**src/rtl/uart_rx_palabra.sv**
```systemverilog
// UART receiver feeding the 8-byte word assembler: 8N1 by default, 8E1 when
// UART_RX_PARITY_EN is defined. Good bytes appear on dato with a one-cycle rx_flat strobe.
module uart_rx_palabra #(
    parameter int unsigned CLKS_PER_BIT = 434,
    parameter int unsigned CNT_W        = 9
) (
    input  logic       clk,
    input  logic       rst,
    input  logic       rx,
    output logic [7:0] dato,
    output logic       rx_flat,
    output logic       frame_err,
    output logic       parity_err,
    output logic       busy
);

    localparam logic [CNT_W-1:0] CNT_HALF = CNT_W'(CLKS_PER_BIT / 2);
    localparam logic [CNT_W-1:0] CNT_FULL = CNT_W'(CLKS_PER_BIT);
    localparam logic [CNT_W-1:0] CNT_ONE  = CNT_W'(1);

`ifdef UART_RX_PARITY_EN
    typedef enum logic [2:0] {S_IDLE, S_START, S_DATA, S_PARITY, S_STOP} state_t;
`else
    typedef enum logic [2:0] {S_IDLE, S_START, S_DATA, S_STOP} state_t;
`endif

    state_t           r_state;
    state_t           w_state_nxt;
    logic             r_sync1;
    logic             r_sync2;
    logic [CNT_W-1:0] r_cnt;
    logic [CNT_W-1:0] w_cnt_nxt;
    logic [2:0]       r_idx;
    logic [2:0]       w_idx_nxt;
    logic [7:0]       r_shift;
    logic [7:0]       w_shift_nxt;
    logic [7:0]       r_dato;
    logic [7:0]       w_dato_nxt;
    logic             r_flat;
    logic             w_flat_nxt;
    logic             r_ferr;
    logic             w_ferr_nxt;
    logic             r_busy;
    logic             w_rx_s;
    logic             w_expire;
`ifdef UART_RX_PARITY_EN
    logic             r_par_bad;
    logic             w_par_bad_nxt;
    logic             r_perr;
    logic             w_perr_nxt;
`endif

    assign w_rx_s   = r_sync2;
    // Counter sits at 1 on the expiry cycle; <= guards an unreachable zero from sticking.
    assign w_expire = (r_cnt <= CNT_ONE);

    // Two-flop synchroniser; resets to the idle line level.
    always_ff @(posedge clk or negedge rst) begin
        if (!rst) begin
            r_sync1 <= 1'b1;
            r_sync2 <= 1'b1;
        end else begin
            r_sync1 <= rx;
            r_sync2 <= r_sync1;
        end
    end

    // State, datapath and registered outputs.
    always_ff @(posedge clk or negedge rst) begin
        if (!rst) begin
            r_state   <= S_IDLE;
            r_cnt     <= '0;
            r_idx     <= '0;
            r_shift   <= '0;
            r_dato    <= '0;
            r_flat    <= 1'b0;
            r_ferr    <= 1'b0;
            r_busy    <= 1'b0;
`ifdef UART_RX_PARITY_EN
            r_par_bad <= 1'b0;
            r_perr    <= 1'b0;
`endif
        end else begin
            r_state   <= w_state_nxt;
            r_cnt     <= w_cnt_nxt;
            r_idx     <= w_idx_nxt;
            r_shift   <= w_shift_nxt;
            r_dato    <= w_dato_nxt;
            r_flat    <= w_flat_nxt;
            r_ferr    <= w_ferr_nxt;
            r_busy    <= (w_state_nxt != S_IDLE);
`ifdef UART_RX_PARITY_EN
            r_par_bad <= w_par_bad_nxt;
            r_perr    <= w_perr_nxt;
`endif
        end
    end

    // Next-state and next-output logic; every sample is taken on counter expiry.
    always_comb begin
        w_state_nxt = r_state;
        w_cnt_nxt   = r_cnt;
        w_idx_nxt   = r_idx;
        w_shift_nxt = r_shift;
        w_dato_nxt  = r_dato;
        w_flat_nxt  = 1'b0;
        w_ferr_nxt  = 1'b0;
`ifdef UART_RX_PARITY_EN
        w_par_bad_nxt = r_par_bad;
        w_perr_nxt    = 1'b0;
`endif
        if (r_state != S_IDLE && !w_expire) begin
            w_cnt_nxt = r_cnt - CNT_ONE;
        end

        case (r_state)
            S_IDLE: begin
                if (!w_rx_s) begin
                    w_cnt_nxt   = CNT_HALF;
                    w_state_nxt = S_START;
                end
            end
            S_START: begin
                if (w_expire) begin
                    if (w_rx_s) begin
                        w_state_nxt = S_IDLE;
                    end else begin
                        w_cnt_nxt   = CNT_FULL;
                        w_idx_nxt   = 3'd0;
                        w_state_nxt = S_DATA;
                    end
                end
            end
            S_DATA: begin
                if (w_expire) begin
                    w_shift_nxt = {w_rx_s, r_shift[7:1]};
                    w_cnt_nxt   = CNT_FULL;
                    w_idx_nxt   = r_idx + 3'd1;
                    if (r_idx == 3'd7) begin
`ifdef UART_RX_PARITY_EN
                        w_state_nxt = S_PARITY;
`else
                        w_state_nxt = S_STOP;
`endif
                    end
                end
            end
`ifdef UART_RX_PARITY_EN
            S_PARITY: begin
                if (w_expire) begin
                    w_par_bad_nxt = w_rx_s ^ (^r_shift);
                    w_cnt_nxt     = CNT_FULL;
                    w_state_nxt   = S_STOP;
                end
            end
`endif
            S_STOP: begin
                if (w_expire) begin
                    w_state_nxt = S_IDLE;
                    if (!w_rx_s) begin
                        w_ferr_nxt = 1'b1;
`ifdef UART_RX_PARITY_EN
                    end else if (r_par_bad) begin
                        w_perr_nxt = 1'b1;
`endif
                    end else begin
                        w_flat_nxt = 1'b1;
                        w_dato_nxt = r_shift;
                    end
                end
            end
            default: begin
                w_state_nxt = S_IDLE;
            end
        endcase
    end

    assign dato      = r_dato;
    assign rx_flat   = r_flat;
    assign frame_err = r_ferr;
    assign busy      = r_busy;
`ifdef UART_RX_PARITY_EN
    assign parity_err = r_perr;
`else
    assign parity_err = 1'b0;
`endif

endmodule

```
**config.mk**
```make
export PLATFORM = sky130hd
export DESIGN_NAME = uart_rx_palabra
export DESIGN_NICKNAME = d
export VERILOG_FILES = /design/src/rtl/uart_rx_palabra.sv
export SDC_FILE = /design/constraint.sdc
export NUM_CORES = 1
export LEC_CHECK = 0
export BUFFER_PORTS_ARGS = -buffer_cell sky130_fd_sc_hd__buf_2
export CAP_MARGIN = 20
export CORE_MARGIN = 10
export CORE_UTILIZATION = 45
export CTS_CLUSTER_SIZE = 8
export DETAILED_ROUTE_END_ITERATION = 6
export GPL_ROUTABILITY_DRIVEN = 0
export PLACE_DENSITY = 0.7
export SYNTH_ARGS = -nofsm -noshare
export SYNTH_HDL_FRONTEND = slang
export SYNTH_SLANG_ARGS = --single-unit
```
**constraint.sdc**
```tcl
create_clock -name clk -period 3.7 [get_ports clk]
set_clock_uncertainty 0.2 [all_clocks]
set_input_delay 0.74 -clock clk [delete_from_list [all_inputs] [get_ports clk]]
set_output_delay 0.74 -clock clk [all_outputs]
set_load 0.1 [all_outputs]
```
# --- Yosys cells after proc, flatten, opt, wreduce, memory -nomap -nowiden ---
# Index checks and enable logic that the tools add are counted.
word_totals:
  reg_bits: 36
  latch_bits: 0
  ramBits: 0
  rom_bits: 0
  output_inout_bits: 12
  elab_cells: 52
  memories: 0
classes:
  add_sub_neg: 2
  mul: 0
  div_mod_pow: 0
  order_cmp: 1
  n_eq_ne: 7
  shifts: 0
  muxes: 23
  bitwise_logic: 0
  reduce_logical: 9
ops:
  columns: ["cell", "n"]
  rows:
  - ["9-bit two-way mux", 5]
  - ["9-bit case mux with 3 select lines", 1]
  - ["3-bit two-way mux", 8]
  - ["3-bit case mux with 4 select lines", 1]
  - ["9-bit by 1-bit less-or-equal comparator with 1-bit output (second input constant)", 1]
  - ["9-bit by 1-bit subtractor with 9-bit output (second input constant)", 1]
  - ["3-bit by 2-bit equality test with 1-bit output (second input constant)", 2]
  - ["1-bit two-way mux", 6]
  - ["2-bit != test (second input constant)", 3]
  - ["3-bit case mux with 2 select lines", 1]
  - ["3-bit nonzero test", 2]
  - ["4-bit AND reduction", 1]
  - ["3-bit by 1-bit adder with 3-bit output (second input constant)", 1]
  - ["3-bit by 1-bit equality test with 1-bit output (second input constant)", 1]
  - ["3-bit equality test (second input constant)", 1]
  - ["3-bit zero test", 1]
  - ["3-bit AND reduction", 1]
  - ["2-bit two-way mux", 1]
  - ["2-bit AND reduction", 1]
  - ["2-bit nonzero test", 1]
  - ["1-bit logical AND", 1]
  - ["1-bit zero test", 1]

# --- Logic depth before layout (Yosys ltp) ---
# Gate-level depths: netlist of run 1.
logic_depth:
  depth_word: 7
  mapped_depth: 7
  ltp_nobuf: 6

# --- Worst setup path before layout of run 1 ---
# No wires, ideal clock.
synth_path:
  path_kind: "reg2reg"
  startpoint: "register r_cnt[5]"
  endpoint: "register r_shift[0]"
  setup_time_ps: 125
  arrival_time_ps: 1846
  setup_slack_ps: 1529
  path_stages_with_launch: 6
  cell_sequence: "dfrtp_1 -> nor4_4 -> nand3_2 -> or3_1 -> buf_6 -> mux2_4"
synth_between:
  elab_chain_cells: 2
synth_lines:
  columns: ["element", "line_no", "source"]
  rows:
  - ["start, declared", "31", "logic [CNT_W-1:0] r_cnt;"]
  - ["start signal, assigned", "85", "r_cnt <= w_cnt_nxt;"]
  - ["9-bit by 1-bit less-or-equal comparator with 1-bit output", "55", "assign w_expire = (r_cnt <= CNT_ONE);"]
  - ["2-bit AND reduction (no source line)", null, null]
  - ["end signal, assigned", "87", "r_shift <= w_shift_nxt;"]
  - ["end, declared", "35", "logic [7:0] r_shift;"]
# No other way between the ends.
# A chain may end at the register's enable or synchronous reset.

# --- Worst setup path in the final report of run 1 ---
layout_path:
  startpoint: "register r_cnt[2]"
  endpoint: "register r_shift[0]"
# The elaborated chain is that of the path after synthesis.

==> reports/qor.yml, run 1 <==
outcome:
  outcome: "finished, final reports clean"
power_and_ir_drop:
  p_leak_uw: 0.000894
  netSwitchingFraction_pct: 29.9
  p_int_uw: 694
  p_switching_uw: 296
  power_frac_clock_pct: 35.0
  vdd_ir_drop_max_mv: 0.273
  p_per_area_nw_per_um2: 528
  seqPwrFrac_pct: 49.5
  power_frac_comb_pct: 15.6
cts:
  cts_buffer_depth: 2
  cts_hold_buf: 0
  cts-root-buf: "clkbuf_8"
  post-cts-setup-buffers: 0
  cts_resized: 0
  cts.htree.levels: 2
  cts_tree: "yes"
  clock_latency_ns: 0.29
  clk_pin_slew_worst_paths_ns: 0.08
  cts_sinks: 36
  cts_made_buffers: 5
sta:
  post-route-period-util_pct: 66.2
  max-slew-margin-rel_pct: 48.0
  slew_violations: 0
  max_freq_mhz: 408
  setup_viol: 0
  rsz0062_at_grt: "no"
  hold_viol_final: 0
  setup_ws_ns: 1.25
  worstMarginPinSlew_ns: 0.780
  holdWs_ns: 0.158
  setup_tns_ns: 0
  finalCriticalPeriod_ns: 2.45
yosys:
  synthesis.instances: 136
  yosys_warnings: 0
  synth_edf_count: 0
  ys_ff_latch: 36
  synthArstFlopShare_pct: 100
  synth_area_leaders: "dfrtp_1 (51%), mux2_2 (6.7%), mux2_4 (6.3%)"
  synthTopCellsByCount: "dfrtp_1 (34), mux2_2 (10), nand2_1 (8), mux2_4 (7), o21ai_0 (7)"
  yosys.area.top_type: "dfrtp_1"
  synth_cell_types: 41
  synth_top_area_share_pct: 50.9
  yosysSeqAreaShare_pct: 54.0
  synth.most_common_cell: "dfrtp_1"
  avgSynthCellArea_um2: 12.3
  syn_area_um2: 1670
  synth-main-ff-cell: "dfrtp_1"
global_route:
  grt_max_degree: 37
  grt.total_usage_pct: 10.4
  grt_antenna_before_repair: 0
  overflow: 0
  grt_pass1_wl_um: 5330
  grt_pass1_vias: 1119
setup_path:
  start_kind: "register"
  end_kind: "register"
  required_ns: 3.68
  critPathKind: "reg -> reg"
  crit_fanout: 7
  worstPathArrival_ns: 2.43
layout:
  area_delta_synth_final_pct: 12.3
  nets: 158
  multi_input_area_um2: 729
  n_antenna_cell: 0
  fill_cells: 328
  seq_area_um2: 903
  drive_gt1_share_pct: 30.3
  fin_area_um2: 1880
floorplanning:
  pin_count: 15
  die_area_um2: 6550
  core_um2: 3630
  die_h_um: 81.0
  row_count: 22
  start_util_pct: 46.0
  fp.dieW_um: 81.0
routing:
  dr_total_vias: 1088
  wl_per_cell_um: 15.1
  detail_route.first_pass.iterations: 4
  remaining_drc_errors: 0
  drt_iter0_drc: 51
  ant_nets: 0
  viasPerCell: 5.44
  drt_wl_total_um: 3030
run:
  drv_cap: 0
placed_design:
  dp_slack_ns: 1.30
  portBuffers: 13
  place_area_um2: 1770
  hpwl_um: 2080
worst_hold_path:
  min_path_type: "reg -> reg"
## final timing paths
kind	startpoint	end	slack (ns)	cells after the start
hold / removal	r_sync1$_DFF_PN1_	r_sync2$_DFF_PN1_	0.16	0
setup / recovery	r_cnt[2]$_DFF_PN0_	r_shift[0]$_DFFE_PN0P_	1.25	4
hold reg to reg	r_sync1$_DFF_PN1_	r_sync2$_DFF_PN1_	0.16	0
max in group asynchronous	rst	r_shift[5]$_DFFE_PN0P_	2.48	1
min in group asynchronous	rst	dato[0]$_DFFE_PN0P_	0.33	1
setup reg to reg	r_cnt[2]$_DFF_PN0_	r_shift[0]$_DFFE_PN0P_	1.25	4
## per-stage QoR
step	utilization, %	total power (uW)	instances
2_1_floorplan	-	604	137
3_3_place_gp	48.6	637	192
3_5_place_dp	48.6	647	192
4_1_cts	51.7	993	200
5_1_grt	51.7	1040	200
6_report	51.7	990	200
## placed cells by master (no fill, tap or decap), types with 5 or more instances in the layout
cell | Yosys | routed
a21oi_1 | 6 | 6
buf_2 | 1 | 13
clkbuf_8 | 0 | 5
dfrtp_1 | 34 | 34
mux2_2 | 10 | 10
mux2_4 | 7 | 7
nand2_1 | 8 | 8
o21ai_0 | 7 | 7
or3_1 | 5 | 5
## flip-flops by register name (all words and copies together) (netlist names)
register	count
r_sync2	1
busy	1
r_sync1	1
r_state	3
r_idx	3
r_shift	8
r_cnt	9
frame_err	1
dato	8
rx_flat	1
## logic make-up (layout without fill, tap and decap cells)
kind of cell,Yosys count,after routing,share of synthesized area (%)
xor gates and xnor gates,4,4,2.10
adders and majority gates,4,4,2.99
buffers and inverters,8,23,2.54
and+or+nand+nor,40,40,14.9
other,1,2,0.224
AOI/OAI and AO/OA,26,26,10.2
DFF,36,36,54.0
muxes,17,17,13.0
## worst max-delay path: stages, from the launching register on
cell and delay (ns):
dfrtp_1 0.42, nor3_1 0.53, nand3_2 0.24, or3_1 0.59
mux2_4 0.36
## layout make-up
cell class,instances,area share [%]
flip-flops and latches,36,48.1
multi-input cells,93,38.9
clock buffers,5,3.67
repair buffers,13,3.47
well taps,48,3.20
clock inverters,3,2.27
inverters,2,0.400
## metal layers
layer | track usage (%) | share of wire (%) | vias to the layer above | wire (um)
met5 | 0 | 0 | - | 0
met1 | 12.0 | 44 | 537 | 1340
li1 | - | - | 520 | -
met3 | 3.75 | 5.6 | 6 | 170
met4 | 4.67 | 1.7 | 0 | 51
met2 | 17.0 | 48 | 25 | 1470
## power by group through the flow
stage / clock (uW) / combinational [uW] / sequential (uW)
after floorplan: 0 / 117 / 487
after global placement: 0 / 145 / 492
after detailed placement: 0 / 151 / 496
after CTS: 350 / 154 / 489
after global routing: 373 / 173 / 497
final: 346 / 154 / 490
No activity file was read; power rests on OpenSTA's default activity.
==> inputs of run 2 (changes only) <==
==> constraint.sdc (replaced) <==
create_clock -name clk -period 2.5 [get_ports clk]
set_clock_uncertainty 0.2 [all_clocks]
set_input_delay 0.5 -clock clk [delete_from_list [all_inputs] [get_ports clk]]
set_output_delay 0.5 -clock clk [all_outputs]
set_load 0.1 [all_outputs]
==> run 2 against run 1 <==
Compared with the run above: highest routed layer unchanged; flip-flop and latch count is the same; via count rose by 3.2%; fmax is 6.3% higher; setup slack got worse by 1.1 ns; count of clock-buffer cells in the layout grew 1.
==> reports/qor.yml, run 2 (synthesis gave the netlist of run 1 again) <==
floorplanning:
  row_count: 22  # unchanged
  fp.dieW_um: 81.0  # unchanged
  pin_count: 15  # unchanged
  die_h_um: 81.0  # unchanged
  die_area_um2: 6550  # unchanged
  start_util_pct: 46.0  # unchanged
  core_um2: 3630  # unchanged
power_and_ir_drop:
  seqPwrFrac_pct: 50.0  # +0.5 points
  p_switching_uw: 422  # +43%
  vdd_ir_drop_max_mv: 0.339  # +24%
  p_leak_uw: 0.000915  # +2.4%
  power_frac_comb_pct: 16.2  # +0.6 points
  power_frac_clock_pct: 33.8  # -1.2 points
  p_per_area_nw_per_um2: 764  # +45%
  p_int_uw: 1030  # +49%
  finalPower_uw: 1450  # +47%
  netSwitchingFraction_pct: 29.0  # -0.89 points
sta:
  post-route-period-util_pct: 92.2  # +26 points
  rsz0062_at_grt: "no"
  finalCriticalPeriod_ns: 2.30  # -0.146 ns
  holdWs_ns: 0.0758  # -0.0825 ns
  slew_violations: 0  # unchanged
  max-slew-margin-rel_pct: 48.1  # +0.10 points
  setup_tns_ns: 0  # unchanged
  max_freq_mhz: 434  # +6.3%
  setup_viol: 0  # unchanged
  hold_viol_final: 0  # unchanged
  worstMarginPinSlew_ns: 0.778  # -0.00157 ns
cts:
  cts_tree: "yes"
  cts_resized: 0  # unchanged
  cts_made_buffers: 5  # unchanged
  cts-root-buf: "clkbuf_8"
  cts_sinks: 36  # unchanged
  cts_hold_buf: 0  # unchanged
  cts_buffer_depth: 2  # unchanged
  clock_latency_ns: 0.29  # about the same
  post-cts-setup-buffers: 0  # unchanged
  cts.htree.levels: 2  # unchanged
  clk_pin_slew_worst_paths_ns: 0.07  # about the same
setup_path:
  cpPeakStageDelay_ns: 0.56  # -0.03 ns
  start_kind: "register"
  r2r_cells: 4  # unchanged
  worstPathArrival_ns: 2.28  # -0.15 ns
  crit_fanout: 9  # +2
  crit_slowest_cell: "or3_1"
  end_kind: "register"
  critPathKind: "reg -> reg"
  required_ns: 2.47  # -1.21 ns
  path_cells: "nor4_4 -> nand3_2 -> or3_1 -> mux2_4"
routing:
  dr_total_vias: 1123  # +3.2%
  viasPerCell: 5.50  # +1.2%
  drt_wl_total_um: 3130  # +3.3%
  detail_route.first_pass.iterations: 4  # unchanged
  ant_nets: 0  # unchanged
  remaining_drc_errors: 0  # unchanged
  wl_per_cell_um: 15.3  # +1.3%
  drt_iter0_drc: 70  # +37%
global_route:
  grt_pass1_wl_um: 5310  # -0.38%
  grt_antenna_before_repair: 0  # unchanged
  grt.total_usage_pct: 10.6  # +0.18 points
  grt_pass1_vias: 1116  # -0.27%
  overflow: 0  # unchanged
  grt_max_degree: 37  # unchanged
layout:
  area_delta_synth_final_pct: 13.8
  largest_reg_flops: 9  # unchanged
  nets: 162  # +2.5%
  n_antenna_cell: 0  # unchanged
  final_cell_mix: "dfrtp_1 (34), buf_2 (13), mux2_2 (10)"
  drive_gt1_share_pct: 31.4  # +1.1 points
  regMostFlops: "r_cnt"
  mostFrequentLayoutCell: "dfrtp_1"
placed_design:
  hpwl_um: 2290  # +10%
  portBuffers: 13  # unchanged
worst_hold_path:
  min_path_type: "in -> async"
run:
  drv_cap: 0  # unchanged
outcome:
  outcome: "finished, final reports clean"
==> run 2: cell types whose count changed in the layout (fill, tap and decap cells not counted), sizes merged <==
cell,delta
clkinvlp,-1
clkbuf,+1
buf,+4
==> run 2: power groups by stage <==
stage	clock (uW)	sequential [uW]	combinational, uW
floorplan	0	720	174
global placement	0	727	218
detailed placement	0	733	235
CTS	507	725	235
global route	536	735	270
finish	491	727	236
==> run 2: final timing paths <==
path | from | to | slack (ns)
setup / recovery | r_cnt[5]$_DFF_PN0_ | r_shift[4]$_DFFE_PN0P_ | 0.20
hold / removal | rst | r_cnt[3]$_DFF_PN0_ | 0.08
setup reg to reg | r_cnt[5]$_DFF_PN0_ | r_shift[4]$_DFFE_PN0P_ | 0.20
hold reg to reg | r_sync1$_DFF_PN1_ | r_sync2$_DFF_PN1_ | 0.16
max in group asynchronous | rst | dato[2]$_DFFE_PN0P_ | 1.52
min in group clk | rx | r_sync1$_DFF_PN1_ | 0.11
==> run 2: worst max-delay path: cells and delay by family (launching register included) <==
kind | cells | cell delay [ns]
muxes | 1 | 0.36
DFF | 1 | 0.45
and+or+nand+nor | 3 | 1.17
==> run 2: metal layers <==
metal / share of wire [%] / GRT usage [%]
met4: 1.8 / 4.67
met1: 42 / 11.4
met3: 5.3 / 4.30
met2: 50 / 18.0
met5: 0 / 0
==> run 2: cell type report <==
cell class | count | area (um2)
Tap cell | 48 | 60.1
Inverter | 2 | 7.51
Clock inverter | 2 | 35.0
Clock buffer | 6 | 72.6
Sequential cell | 36 | 903
Multi-Input combinational cell | 93 | 729
Fill cell | 331 | 1730
Timing Repair Buffer | 17 | 95.1
==> run 2: per-stage QoR <==
step / area (um2) / worst slack (ns) / util, % / std cells
2_1_floorplan: 1680 / 0.329 / - / 137
3_3_place_gp: 1800 / 0.265 / 49.4 / 196
3_5_place_dp: 1800 / 0.182 / 49.4 / 196
4_1_cts: 1900 / 0.178 / 52.4 / 204
5_1_grt: 1900 / 0.0510 / 52.4 / 204
6_report: 1900 / 0.196 / 52.4 / 204
